File: config.mk
export PLATFORM = sky130hd
export DESIGN_NAME = ren_bypass_s1_flat
export DESIGN_NICKNAME = d
export VERILOG_FILES = /design/src/rtl/ren_bypass_s1_if.sv /design/src/rtl/ren_bypass_s1.sv /design/src/flat_wrapper.sv
export SDC_FILE = /design/constraint.sdc
export NUM_CORES = 1
export LEC_CHECK = 0
export CAP_MARGIN = 20
export CORE_MARGIN = 5
export CORE_UTILIZATION = 45
export DETAILED_ROUTE_END_ITERATION = 10
export MAX_ROUTING_LAYER = met4
export PLACE_DENSITY = 0.84
export SLEW_MARGIN = 10
export SYNTH_ARGS = -nofsm -noshare
export SYNTH_HDL_FRONTEND = slang
export SYNTH_SLANG_ARGS = --single-unit
File: constraint.sdc
create_clock -name clk_i -period 3.4 [get_ports clk_i]
set_clock_uncertainty 0.2 [all_clocks]
set_input_delay 0.68 -clock clk_i [delete_from_list [all_inputs] [get_ports clk_i]]
set_output_delay 0.68 -clock clk_i [all_outputs]
set_load 0.02 [all_outputs]
File: src/rtl/ren_bypass_s1_if.sv
// ---------------------------------------------------------------------------
// ren_bypass_s1_if
// Bundles the stage0 -> stage1 rename group, the stage1 -> dispatch group and
// the two handshakes. Signal names keep their direction suffix as seen from
// ren_bypass_s1.
//   slave  : view used by ren_bypass_s1 (consumes s0_*, ds_rdy_i; drives s1_*)
//   master : view used by the surrounding pipeline / testbench
// Ports carried:
//   s0_vld_i / s0_rdy_o            stage0 group handshake
//   s0_slot_vld_i, s0_rd_vld_i     per-slot valid and dest-valid masks
//   s0_psrc1_i/psrc2_i/pold_i      RAT mappings, slot k at [k*PREG_W +: PREG_W]
//   s0_pnew_i                      freelist-allocated destinations
//   s0_rs1/rs2/rd_sel_i            2-bit producer-slot select per slot
//   s1_vld_o / ds_rdy_i            dispatch handshake
//   s1_*_o                         registered, bypass-corrected group
//   s1_byp_cnt_o                   saturating substitution counter
// ---------------------------------------------------------------------------
interface ren_bypass_s1_if #(
  parameter int PREG_W = 7,
  parameter int NSLOT  = 4
);
  logic                    s0_vld_i;
  logic                    s0_rdy_o;
  logic [NSLOT-1:0]        s0_slot_vld_i;
  logic [NSLOT-1:0]        s0_rd_vld_i;
  logic [NSLOT*PREG_W-1:0] s0_psrc1_i;
  logic [NSLOT*PREG_W-1:0] s0_psrc2_i;
  logic [NSLOT*PREG_W-1:0] s0_pold_i;
  logic [NSLOT*PREG_W-1:0] s0_pnew_i;
  logic [2*NSLOT-1:0]      s0_rs1_sel_i;
  logic [2*NSLOT-1:0]      s0_rs2_sel_i;
  logic [2*NSLOT-1:0]      s0_rd_sel_i;
  logic                    s1_vld_o;
  logic                    ds_rdy_i;
  logic [NSLOT-1:0]        s1_slot_vld_o;
  logic [NSLOT-1:0]        s1_rd_vld_o;
  logic [NSLOT*PREG_W-1:0] s1_psrc1_o;
  logic [NSLOT*PREG_W-1:0] s1_psrc2_o;
  logic [NSLOT*PREG_W-1:0] s1_pdst_o;
  logic [NSLOT*PREG_W-1:0] s1_pold_o;
  logic [15:0]             s1_byp_cnt_o;

  modport slave (
    input  s0_vld_i, s0_slot_vld_i, s0_rd_vld_i,
    input  s0_psrc1_i, s0_psrc2_i, s0_pold_i, s0_pnew_i,
    input  s0_rs1_sel_i, s0_rs2_sel_i, s0_rd_sel_i,
    input  ds_rdy_i,
    output s0_rdy_o, s1_vld_o, s1_slot_vld_o, s1_rd_vld_o,
    output s1_psrc1_o, s1_psrc2_o, s1_pdst_o, s1_pold_o, s1_byp_cnt_o
  );

  modport master (
    output s0_vld_i, s0_slot_vld_i, s0_rd_vld_i,
    output s0_psrc1_i, s0_psrc2_i, s0_pold_i, s0_pnew_i,
    output s0_rs1_sel_i, s0_rs2_sel_i, s0_rd_sel_i,
    output ds_rdy_i,
    input  s0_rdy_o, s1_vld_o, s1_slot_vld_o, s1_rd_vld_o,
    input  s1_psrc1_o, s1_psrc2_o, s1_pdst_o, s1_pold_o, s1_byp_cnt_o
  );
endinterface

File: src/rtl/ren_bypass_s1.sv
// ---------------------------------------------------------------------------
// ren_bypass_s1
// Rename stage1. Takes the RAT-read mappings of a 4-wide rename group and
// replaces any source / old-dest mapping whose select points at an earlier
// slot with that slot's freshly allocated destination. The corrected group is
// held in a single valid/ready pipeline register toward dispatch.
// Ports:
//   clk_i    core clock
//   rst_n_i  asynchronous active-low reset
//   flush_i  pipeline flush, dominates every other action
//   bus      ren_bypass_s1_if.slave (stage0 group in, dispatch group out)
// ---------------------------------------------------------------------------
module ren_bypass_s1 #(
  parameter int PREG_W = 7,
  parameter int NSLOT  = 4
) (
  input logic              clk_i,
  input logic              rst_n_i,
  input logic              flush_i,
  ren_bypass_s1_if.slave   bus
);

  localparam int W = NSLOT * PREG_W;

  // A select pointing at an earlier slot takes that slot's new pdst. A select
  // equal to or above its own slot keeps the RAT value, so slot0 can never
  // be overridden.
  function automatic logic [W-1:0] applySel(input logic [W-1:0]       rat,
                                            input logic [W-1:0]       pnew,
                                            input logic [2*NSLOT-1:0] sel);
    logic [W-1:0] res;
    res = rat;
    for (int k = 1; k < NSLOT; k++) begin
      if (int'(sel[2*k +: 2]) < k)
        res[k*PREG_W +: PREG_W] = pnew[int'(sel[2*k +: 2])*PREG_W +: PREG_W];
    end
    return res;
  endfunction

  // Number of overrides among the slots enabled in 'mask'.
  function automatic logic [3:0] countOvr(input logic [2*NSLOT-1:0] sel,
                                          input logic [NSLOT-1:0]   mask);
    logic [3:0] cnt;
    cnt = '0;
    for (int k = 1; k < NSLOT; k++) begin
      if (mask[k] && (int'(sel[2*k +: 2]) < k))
        cnt = cnt + 4'd1;
    end
    return cnt;
  endfunction

  logic             s1Vld_q, s1Vld_d;
  logic [NSLOT-1:0] slotVld_q, slotVld_d;
  logic [NSLOT-1:0] rdVld_q, rdVld_d;
  logic [W-1:0]     psrc1_q, psrc1_d;
  logic [W-1:0]     psrc2_q, psrc2_d;
  logic [W-1:0]     pdst_q, pdst_d;
  logic [W-1:0]     pold_q, pold_d;
  logic [15:0]      bypCnt_q, bypCnt_d;

  logic [W-1:0]     psrc1Byp, psrc2Byp, poldByp;
  logic [3:0]       ovrTotal;
  logic [16:0]      cntSum;
  logic             s0Rdy;
  logic             load;

  // Bypass network: corrected mappings for the incoming group and how many
  // substitutions it contributes. Old-dest overrides only count where the slot
  // actually writes a destination.
  always_comb begin
    psrc1Byp = applySel(bus.s0_psrc1_i, bus.s0_pnew_i, bus.s0_rs1_sel_i);
    psrc2Byp = applySel(bus.s0_psrc2_i, bus.s0_pnew_i, bus.s0_rs2_sel_i);
    poldByp  = applySel(bus.s0_pold_i,  bus.s0_pnew_i, bus.s0_rd_sel_i);
    ovrTotal = countOvr(bus.s0_rs1_sel_i, bus.s0_slot_vld_i)
             + countOvr(bus.s0_rs2_sel_i, bus.s0_slot_vld_i)
             + countOvr(bus.s0_rd_sel_i,  bus.s0_slot_vld_i & bus.s0_rd_vld_i);
  end

  // The register can take a new group when it is empty or being drained in
  // the same cycle; s0 valid does not feed back into ready.
  assign s0Rdy = !s1Vld_q | bus.ds_rdy_i;
  assign load  = bus.s0_vld_i & s0Rdy & !flush_i;

  // Next-state: flush empties the stage and drops the incoming group, a load
  // replaces the held group (also when it drains the same cycle), and a drain
  // without load only clears valid. Data registers hold otherwise, which keeps
  // the outputs stable under backpressure.
  always_comb begin
    s1Vld_d   = s1Vld_q;
    slotVld_d = slotVld_q;
    rdVld_d   = rdVld_q;
    psrc1_d   = psrc1_q;
    psrc2_d   = psrc2_q;
    pdst_d    = pdst_q;
    pold_d    = pold_q;
    bypCnt_d  = bypCnt_q;
    cntSum    = {1'b0, bypCnt_q} + 17'(ovrTotal);
    if (flush_i) begin
      s1Vld_d   = 1'b0;
      slotVld_d = '0;
      rdVld_d   = '0;
    end else if (load) begin
      s1Vld_d   = 1'b1;
      slotVld_d = bus.s0_slot_vld_i;
      rdVld_d   = bus.s0_rd_vld_i;
      psrc1_d   = psrc1Byp;
      psrc2_d   = psrc2Byp;
      pdst_d    = bus.s0_pnew_i;
      pold_d    = poldByp;
      bypCnt_d  = cntSum[16] ? 16'hFFFF : cntSum[15:0];
    end else if (s1Vld_q && bus.ds_rdy_i) begin
      s1Vld_d   = 1'b0;
    end
  end

  // Pipeline register toward dispatch.
  always_ff @(posedge clk_i or negedge rst_n_i) begin
    if (!rst_n_i) begin
      s1Vld_q   <= 1'b0;
      slotVld_q <= '0;
      rdVld_q   <= '0;
      psrc1_q   <= '0;
      psrc2_q   <= '0;
      pdst_q    <= '0;
      pold_q    <= '0;
      bypCnt_q  <= '0;
    end else begin
      s1Vld_q   <= s1Vld_d;
      slotVld_q <= slotVld_d;
      rdVld_q   <= rdVld_d;
      psrc1_q   <= psrc1_d;
      psrc2_q   <= psrc2_d;
      pdst_q    <= pdst_d;
      pold_q    <= pold_d;
      bypCnt_q  <= bypCnt_d;
    end
  end

  assign bus.s0_rdy_o      = s0Rdy;
  assign bus.s1_vld_o      = s1Vld_q;
  assign bus.s1_slot_vld_o = slotVld_q;
  assign bus.s1_rd_vld_o   = rdVld_q;
  assign bus.s1_psrc1_o    = psrc1_q;
  assign bus.s1_psrc2_o    = psrc2_q;
  assign bus.s1_pdst_o     = pdst_q;
  assign bus.s1_pold_o     = pold_q;
  assign bus.s1_byp_cnt_o  = bypCnt_q;

endmodule
File: src/flat_wrapper.sv
// flat-port wrapper written by rule: the top's interface ports become plain ports
module ren_bypass_s1_flat 
#(
  parameter int PREG_W = 7,
  parameter int NSLOT  = 4
)
  (clk_i, rst_n_i, flush_i, bus_s0_vld_i, bus_s0_slot_vld_i, bus_s0_rd_vld_i, bus_s0_psrc1_i, bus_s0_psrc2_i, bus_s0_pold_i, bus_s0_pnew_i, bus_s0_rs1_sel_i, bus_s0_rs2_sel_i, bus_s0_rd_sel_i, bus_ds_rdy_i, bus_s0_rdy_o, bus_s1_vld_o, bus_s1_slot_vld_o, bus_s1_rd_vld_o, bus_s1_psrc1_o, bus_s1_psrc2_o, bus_s1_pdst_o, bus_s1_pold_o, bus_s1_byp_cnt_o);
  ren_bypass_s1_if #(.PREG_W(PREG_W), .NSLOT(NSLOT)) bus_i ();
  input logic clk_i;
  input logic rst_n_i;
  input logic flush_i;
  input wire logic [$bits(bus_i.s0_vld_i)-1:0] bus_s0_vld_i;
  input wire logic [$bits(bus_i.s0_slot_vld_i)-1:0] bus_s0_slot_vld_i;
  input wire logic [$bits(bus_i.s0_rd_vld_i)-1:0] bus_s0_rd_vld_i;
  input wire logic [$bits(bus_i.s0_psrc1_i)-1:0] bus_s0_psrc1_i;
  input wire logic [$bits(bus_i.s0_psrc2_i)-1:0] bus_s0_psrc2_i;
  input wire logic [$bits(bus_i.s0_pold_i)-1:0] bus_s0_pold_i;
  input wire logic [$bits(bus_i.s0_pnew_i)-1:0] bus_s0_pnew_i;
  input wire logic [$bits(bus_i.s0_rs1_sel_i)-1:0] bus_s0_rs1_sel_i;
  input wire logic [$bits(bus_i.s0_rs2_sel_i)-1:0] bus_s0_rs2_sel_i;
  input wire logic [$bits(bus_i.s0_rd_sel_i)-1:0] bus_s0_rd_sel_i;
  input wire logic [$bits(bus_i.ds_rdy_i)-1:0] bus_ds_rdy_i;
  output wire logic [$bits(bus_i.s0_rdy_o)-1:0] bus_s0_rdy_o;
  output wire logic [$bits(bus_i.s1_vld_o)-1:0] bus_s1_vld_o;
  output wire logic [$bits(bus_i.s1_slot_vld_o)-1:0] bus_s1_slot_vld_o;
  output wire logic [$bits(bus_i.s1_rd_vld_o)-1:0] bus_s1_rd_vld_o;
  output wire logic [$bits(bus_i.s1_psrc1_o)-1:0] bus_s1_psrc1_o;
  output wire logic [$bits(bus_i.s1_psrc2_o)-1:0] bus_s1_psrc2_o;
  output wire logic [$bits(bus_i.s1_pdst_o)-1:0] bus_s1_pdst_o;
  output wire logic [$bits(bus_i.s1_pold_o)-1:0] bus_s1_pold_o;
  output wire logic [$bits(bus_i.s1_byp_cnt_o)-1:0] bus_s1_byp_cnt_o;
  assign bus_i.s0_vld_i = bus_s0_vld_i;
  assign bus_i.s0_slot_vld_i = bus_s0_slot_vld_i;
  assign bus_i.s0_rd_vld_i = bus_s0_rd_vld_i;
  assign bus_i.s0_psrc1_i = bus_s0_psrc1_i;
  assign bus_i.s0_psrc2_i = bus_s0_psrc2_i;
  assign bus_i.s0_pold_i = bus_s0_pold_i;
  assign bus_i.s0_pnew_i = bus_s0_pnew_i;
  assign bus_i.s0_rs1_sel_i = bus_s0_rs1_sel_i;
  assign bus_i.s0_rs2_sel_i = bus_s0_rs2_sel_i;
  assign bus_i.s0_rd_sel_i = bus_s0_rd_sel_i;
  assign bus_i.ds_rdy_i = bus_ds_rdy_i;
  assign bus_s0_rdy_o = bus_i.s0_rdy_o;
  assign bus_s1_vld_o = bus_i.s1_vld_o;
  assign bus_s1_slot_vld_o = bus_i.s1_slot_vld_o;
  assign bus_s1_rd_vld_o = bus_i.s1_rd_vld_o;
  assign bus_s1_psrc1_o = bus_i.s1_psrc1_o;
  assign bus_s1_psrc2_o = bus_i.s1_psrc2_o;
  assign bus_s1_pdst_o = bus_i.s1_pdst_o;
  assign bus_s1_pold_o = bus_i.s1_pold_o;
  assign bus_s1_byp_cnt_o = bus_i.s1_byp_cnt_o;
  ren_bypass_s1 #(.PREG_W(PREG_W), .NSLOT(NSLOT)) u_core (.clk_i(clk_i), .rst_n_i(rst_n_i), .flush_i(flush_i), .bus(bus_i));
endmodule
==> reports/qor.txt, run 1 <==
Min cycle time layout - 3.793 ns
Number of synthesized flops with an enable pin - 0
RD Place Congestion - 0.8599
FILL cells - 1088
DRT Pass-1 Iters - 5
Combinational share of power - 31.0%
Vias per cell - 5.393
Setup CP Type - primary input to flop
Die area - 17840 sq um
Failing checks - negative setup slack
Die width - 133.6 um
Initial antenna violation count - 3
Worst slew pin tran - 0.8508 ns
# nets final - 1183
Hold crit path type - primary input to async pin
Status - finished with violations
Main area contributors after synthesis - dfrtp_1 50%, nand2_1 15%, mux4_2 6.9%, mux2i_1 6.3%, o21ai_0 3.3%
CTS tree - yes
Netlist cell types - 45
MaxCap Viol Count - 0
Mapped cell area - 6870 sq um
CP Max Fanout - 8
Synth warn - 0
Detailed Place HPWL - 17.30 mm
Die Y - 133.6 um
Rel. slew slack - 43.28%
Endpoints failing setup - 16
Antenna Nets Post-Route - 0
Cell count after synthesis - 727
Core Area - 15090 sq um
Global-route wire length before repair - 37.91 mm
Tcrit/Tclk final - 111.6%
Sequential cell area fraction in the yosys report - 49.90%
CTS Root Cell - clkbuf_16
Fmax - 263.6 MHz
Clk pwr share - 34.8%
Skew-Pair Late Insertion Delay - 0.42 ns
Number of global-route vias before repair - 6758
Crit path launch - bus_s0_rd_sel_i[5]
H-tree Lvls - 4
Synth Register Bits - 137
Ys flop type - dfrtp_1
Row cnt - 45
RR Startpoint - u_core.bus.s1_byp_cnt_o[0]
Final Hold Fails - 0
Finished Layout Cells - 1224
Residual DRC count - 0
Net Sw Frac - 31.27%
Power per Cell Area - 545.2 nW/um^2
Most frequent cells after synthesis - 270 x nand2_1, 137 x dfrtp_1, 45 x o21ai_0
CP peak stage delay - 0.49 ns
Routed len/inst - 20.42 um
Initial core utilization - 45.53%
DR iter-0 viols - 456
Internal cell power - 4.116 mW
Most frequent cell after synthesis - nand2_1
I/O Pins - 287
Worst setup margin - -0.3932 ns
Clock Tree Buf Depth - 2
Post-synth top area share - 49.90%
Syn Nets - 892
Placed cell count - 1174
Async S/R FF share, synth - 100.0%
Seq pwr share - 34.2%
Via count - 6601
Data arrival time of the critical path - 3.95 ns
Total CTS buffers - 17
Port bufs - 280
Area growth syn-to-layout - 59.90%
Yosys top cell by area - dfrtp_1
Sw Pwr - 1.873 mW
P_leak - 5.071 nW
Crit end category - flop
Fin. max-slew vios - 0
Final WL - 24.99 mm
Startpoint types - primary input
RSZ-0062 raised after global routing - yes
Largest net degree at the start of global routing - 85
Worst-path clk slew - 0.06 ns
Worst endpoint required time - 3.55 ns
Remaining global-route overflow - 0
Layout cell share with drive strength beyond 1 - 15.81%
Worst vdd ir - 0.3435 mV
Crit-path cells - buf_2 > or2_4 > inv_2 > ha_4 > nor2_2 > a21oi_2 > fa_1 > ha_2 > fa_2 > xor2_1 > ha_1 > and3_4 > a22oi_2 > buf_6 > or4_1 > nand3_1
Clock sink count - 137
Setup total negative slack - -5.512 ns
GR Util All Layers - 28.65%
Worst-path cell with the longest stage delay - or4_1
Synthesized area per cell - 9.450 sq um
-- cell usage in the layout (no fill, tap or decap), types with 7 or more instances in the layout --
cell type and count:
buf_4 34, nand2_1 264, buf_2 7, mux2i_1 42, o21ai_0 44, inv_1 9
clkdlybuf4s50_1 258, clkbuf_16 17, dfrtp_1 137, a22o_1 8, a21oi_1 24, buf_6 8
nor2_1 23, mux4_2 21, nand3_1 10
-- worst max-delay path: cells and delay by family --
kind	cells	cell delay [ns]
adders and majority gates	5	1.44
and+or+nand+nor	5	1.08
buffers and inverters	3	0.36
AOI/OAI and AO/OA	2	0.20
xor gates and xnor gates	1	0.17
-- final cells by class --
cell class	instances	area, sq um	area share (%)
repair buffers	321	3142	28.60
diodes	5	12.51	0.1139
multi-input cells	526	3453	31.44
clock inverters	13	212.7	1.936
clock buffers	19	442.9	4.032
flip-flops and latches	137	3428	31.21
inverters	15	58.81	0.5353
well taps	188	235.2	2.141
-- what timing repair did --
action                                  in CTS  in global routing
setup buffers                               10                  2
gates resized for setup                     92                 19
hold buffers                                 0                  0
pin swaps                                   33                 12
endpoints found under the setup margin      16                 16
gates cloned                                 1                  0
-- worst paths after layout --
path | end | slack [ns] | depth (start not counted)
max reg2reg | u_core.bus.s1_byp_cnt_o[4] | 1.00 | 10
min | u_core.bus.s1_byp_cnt_o[9] | 0.07 | 1
max | u_core.bus.s1_byp_cnt_o[9] | -0.39 | 16
min reg2reg | u_core.bus.s1_pold_o[23] | 0.27 | 2
min in group clk_i | u_core.bus.s1_pold_o[23] | 0.27 | 2
max in group asynchronous | u_core.bus.s1_pold_o[23] | 2.15 | 2
-- power groups by stage --
stage          logic (mW)  clock network [mW]  registers (mW)
6_report             1.86                2.08            2.05
4_1_cts              1.83                2.10            2.05
3_3_place_gp         1.73                   0            2.06
5_1_grt              1.99                2.18            2.08
3_5_place_dp         1.77                   0            2.07
2_1_floorplan       0.515                   0            2.36
-- state kept, by name, indices dropped and copies added (netlist names) --
register	cells
u_core.bus.s1_byp_cnt_o	16
u_core.bus.s1_vld_o	1
u_core.bus.s1_slot_vld_o	4
u_core.bus.s1_rd_vld_o	4
u_core.bus.s1_pold_o	28
u_core.bus.s1_pdst_o	28
u_core.bus.s1_psrc1_o	28
u_core.bus.s1_psrc2_o	28
-- stage by stage --
step	cell area (sq um)	util [%]	total power [mW]	hold slack, ns	worst slack (ns)
2_1_floorplan	6975	-	2.871	0.1844	-0.8191
4_1_cts	10890	72.14	5.977	0.09317	-0.4014
6_report	10990	72.80	5.989	0.07470	-0.3932
3_5_place_dp	10070	66.73	3.835	0.2615	-1.306
3_3_place_gp	10070	66.73	3.784	0.2561	-1.195
5_1_grt	10980	72.77	6.252	0.1182	-0.4772
-- cell families after synthesis --
kind of cell             count (synthesis)  share of synthesized area [%]
flip-flops                             137                          49.90
AND/OR/NAND/NOR                        341                          20.34
multiplexers                            67                          13.64
XOR/XNOR                                 5                         0.6375
adder cells (fa/ha/maj)                 16                          3.351
buffers and inverters                   65                          3.879
AO/OA/AOI/OAI                           96                          8.250
-- metal layers --
metal | vias up | wire length (um) | track usage (%)
li1 | 3040 | - | -
met1 | 3147 | 9645 | 34.20
met2 | 347 | 12300 | 45.63
met3 | 67 | 2272 | 8.875
met4 | 0 | 769 | 11.26
met5 | - | 0 | -
Power figures use the tool's default switching activity.
==> inputs of run 2 (changes only) <==
--- a/config.mk
+++ b/config.mk
@@ -6,11 +6,13 @@
 export NUM_CORES = 1
 export LEC_CHECK = 0
 export CAP_MARGIN = 20
+export CELL_PAD_IN_SITES_DETAIL_PLACEMENT = 0
+export CELL_PAD_IN_SITES_GLOBAL_PLACEMENT = 2
 export CORE_MARGIN = 5
-export CORE_UTILIZATION = 45
+export CORE_UTILIZATION = 25
 export DETAILED_ROUTE_END_ITERATION = 10
 export MAX_ROUTING_LAYER = met4
-export PLACE_DENSITY = 0.84
+export PLACE_DENSITY_LB_ADDON = 0.1
 export SLEW_MARGIN = 10
 export SYNTH_ARGS = -nofsm -noshare
 export SYNTH_HDL_FRONTEND = slang
==> constraint.sdc (replaced) <==
create_clock -name clk_i -period 3.7 [get_ports clk_i]
set_clock_uncertainty 0.2 [all_clocks]
set_input_delay 0.74 -clock clk_i [delete_from_list [all_inputs] [get_ports clk_i]]
set_output_delay 0.74 -clock clk_i [all_outputs]
set_load 0.02 [all_outputs]
==> run 2 against run 1 <==
  * The flow still finishes with violations (negative setup slack)
  * Sequential cell count stayed put
  * Via count is 5.6% lower
  * Sequential share of layout area is 0.47 points lower
  * Die area is 73% higher
  * Hold slack worse by 0.032 ns
  * Clock power is 17% lower
  * Worst setup slack better by 0.29 ns
  * Total power is 12% lower
  * Largest cell class unchanged
==> reports/qor.txt, run 2 (synthesized netlist as in run 1, its figures left out) <==
Status - finished with violations (unchanged)
Failing checks - negative setup slack (unchanged)
Top cell by count, worst path - or2_4
Startpoint types - primary input (unchanged)
CTS Root Cell - clkbuf_16 (unchanged)
Combinational share of power - 32.0% (was 31.0%)
Most frequent cells in the layout - 265 x nand2_1, 258 x clkdlybuf4s50_1, 137 x dfrtp_1 (was 264 x nand2_1, 258 x clkdlybuf4s50_1, 137 x dfrtp_1)
P_leak - 5.071 nW (about the same)
MaxCap Viol Count - 0 (unchanged)
Min cycle time layout - 3.801 ns
Global-route wire length before repair - 40.52 mm (was 37.91 mm)
Largest net degree at the start of global routing - 73 (was 85)
Tcrit/Tclk final - 102.7%
Power per Cell Area - 473.6 nW/um^2 (was 545.2 nW/um^2)
Die area - 30900 sq um (was 17840 sq um)
Reg area - 3428 sq um (unchanged)
CP Max Fanout - 7 (was 8)
Clock Tree Buf Depth - 2 (unchanged)
Area growth syn-to-layout - 62.36% (was 59.90%)
Worst-path clk slew - 0.07 ns (was 0.06 ns)
Final WL - 27.03 mm (was 24.99 mm)
Layout cell share with drive strength beyond 1 - 16.57% (was 15.81%)
R2R Setup Slk - 1.31 ns (was 1.00 ns)
Final Hold Fails - 0 (unchanged)
Detailed Place HPWL - 19.44 mm (was 17.30 mm)
CTS tree - yes (unchanged)
Die Y - 175.8 um (was 133.6 um)
RD Place Congestion - 0.7749 (was 0.8599)
Clk pwr share - 32.5% (was 34.8%)
Seq pwr share - 35.5% (was 34.2%)
Worst-path cell with the longest stage delay - or4_4 (was or4_1)
Sw Pwr - 1.728 mW (was 1.873 mW)
DRT Pass-1 Iters - 4 (was 5)
H-tree Lvls - 4 (unchanged)
Placed cell count - 1336 (was 1174)
Hold crit path type - primary input to async pin (unchanged)
Fin. max-slew vios - 0 (unchanged)
Total CTS buffers - 17 (unchanged)
Row cnt - 60 (was 45)
DR iter-0 viols - 354 (was 456)
Finished Layout Cells - 1381 (was 1224)
FILL cells - 2750 (was 1088)
Worst endpoint required time - 3.82 ns (was 3.55 ns)
RR Startpoint - u_core.bus.s1_byp_cnt_o[0] (unchanged)
Worst vdd ir - 0.3366 mV (was 0.3435 mV)
Worst R2R Path Depth - 7 (was 10)
Fmax - 263.1 MHz
Initial antenna violation count - 8 (was 3)
Worst setup margin - -0.1012 ns (was -0.3932 ns)
# nets final - 1185 (was 1183)
Data arrival time of the critical path - 3.92 ns (was 3.95 ns)
Endpoints failing setup - 16 (unchanged)
Worst slew pin tran - 0.9699 ns (was 0.8508 ns)
Remaining global-route overflow - 0 (unchanged)
Crit-path cells - buf_4 > or2_4 > inv_2 > ha_4 > nor2_4 > a21oi_4 > fa_1 > ha_2 > fa_2 > xor2_1 > ha_1 > or2_4 > o311ai_4 > or4_4 > o211ai_1 (was buf_2 > or2_4 > inv_2 > ha_4 > nor2_2 > a21oi_2 > fa_1 > ha_2 > fa_2 > xor2_1 > ha_1 > and3_4 > a22oi_2 > buf_6 > or4_1 > nand3_1)
Core Area - 27030 sq um (was 15090 sq um)
Rel. slew slack - 35.34% (was 43.28%)
Die width - 175.8 um (was 133.6 um)
# hold bufs at CTS - 0 (unchanged)
Number of global-route vias before repair - 6493 (was 6758)
CP peak stage delay - 0.54 ns (was 0.49 ns)
Via count - 6232 (was 6601)
Antenna Nets Post-Route - 0 (unchanged)
Skew-Pair Late Insertion Delay - 0.42 ns (about the same)
Net Sw Frac - 32.71% (was 31.27%)
Internal cell power - 3.555 mW (was 4.116 mW)
Post-Place Setup Slack - -1.055 ns (was -1.306 ns)
Port bufs - 280 (unchanged)
Area occupied by multi-input gates - 3503 sq um (was 3453 sq um)
FF-to-FF End - u_core.bus.s1_byp_cnt_o[1] (was u_core.bus.s1_byp_cnt_o[4])
Crit end category - flop (unchanged)
Initial core utilization - 25.42% (was 45.53%)
GR Util All Layers - 17.94% (was 28.65%)
Vias per cell - 4.513 (was 5.393)
Residual DRC count - 0 (unchanged)
Clock sink count - 137 (unchanged)
Routed len/inst - 19.57 um (was 20.42 um)
Setup CP Type - primary input to flop (unchanged)
I/O Pins - 287 (unchanged)
RSZ-0062 raised after global routing - yes (unchanged)
Most common cell after layout, fill and taps aside - nand2_1 (unchanged)
==> run 2: changes by cell type in the layout (fill, tap and decap cells not counted), moves of 2 or more <==
| cell | previous run | this run |
|---|---|---|
| a21oi_2 | 2 | 0 |
| buf_4 | 34 | 39 |
| bufinv_16 | 5 | 2 |
| clkinv_4 | 0 | 3 |
| diode_2 | 5 | 8 |
| ha_2 | 1 | 3 |
| nand2_2 | 4 | 2 |
| nand3_1 | 10 | 7 |
| nand3_2 | 4 | 7 |
| o31ai_1 | 5 | 3 |
| or4_1 | 6 | 2 |
| or4_4 | 2 | 6 |
==> run 2: power by group through the flow <==
stage | combinational, mW | sequential, mW | clock [mW]
finish | 1.69 | 1.88 | 1.72
global route | 1.83 | 1.91 | 1.85
CTS | 1.71 | 1.88 | 1.77
detailed placement | 1.67 | 1.90 | 0
global placement | 1.67 | 1.90 | 0
floorplan | 0.473 | 2.17 | 0
==> run 2: worst max-delay path by stage <==
stage / start / to / slack, ns / cells past startpoint
floorplan: bus_s0_rd_sel_i[2] / u_core.bus.s1_byp_cnt_o[15] / -0.58 / 15
global placement: bus_s0_rd_vld_i[2] / u_core.bus.s1_byp_cnt_o[11] / -1.01 / 17
detailed placement: bus_s0_rd_vld_i[2] / u_core.bus.s1_byp_cnt_o[11] / -1.05 / 17
CTS: bus_s0_rd_sel_i[3] / u_core.bus.s1_byp_cnt_o[1] / -0.18 / 15
global route: bus_s0_rs1_sel_i[3] / u_core.bus.s1_byp_cnt_o[15] / -0.22 / 16
finish: bus_s0_rd_sel_i[5] / u_core.bus.s1_byp_cnt_o[1] / -0.10 / 15
==> run 2: worst max-delay path, delay by kind of cell <==
family	cells	cell delay (ns)
buffers and inverters	2	0.21
AND/OR/NAND/NOR	4	1.00
XOR/XNOR	1	0.15
AO/OA/AOI/OAI	3	0.37
adder cells (fa/ha/maj)	5	1.44
==> run 2: routing by layer <==
layer  vias to the layer above  routed length, um  GRT usage [%]
li1                       3035                  -              -
met4                         0                503          4.581
met1                      2948              12030          23.53
met2                       219              12240          26.73
met3                        30               2258          6.134
met5                         -                  0              -
==> run 2: area by class of cell <==
type | instances | area share (%)
multi-input combinational | 526 | 31.41
sequential | 137 | 30.73
timing repair buffer | 323 | 28.20
clock buffer | 18 | 3.847
tap | 341 | 3.825
clock inverter | 13 | 1.301
inverter | 15 | 0.5048
antenna | 8 | 0.1795
==> run 2: per-stage QoR <==
stage          hold slack (ns)  util (%)  area (sq um)  TNS [ns]  total power [mW]
2_1_floorplan           0.2444         -          6975    -7.276             2.638
6_report               0.04249     41.27         11150   -0.7975             5.283
3_3_place_gp            0.2573     38.18         10320    -15.35             3.566
4_1_cts                0.07940     40.78         11020    -1.739             5.361
3_5_place_dp            0.2615     38.18         10320    -15.93             3.569
5_1_grt                0.06370     41.27         11150    -2.056             5.585
==> run 2: timing repair <==
| item | in CTS | in global routing |
|---|---|---|
| setup endpoints to repair | 16 | 16 |
| cloned | 1 | 0 |
| resized for setup | 94 | 25 |
| buffers inserted | 5 | 0 |
| pin swaps | 36 | 21 |
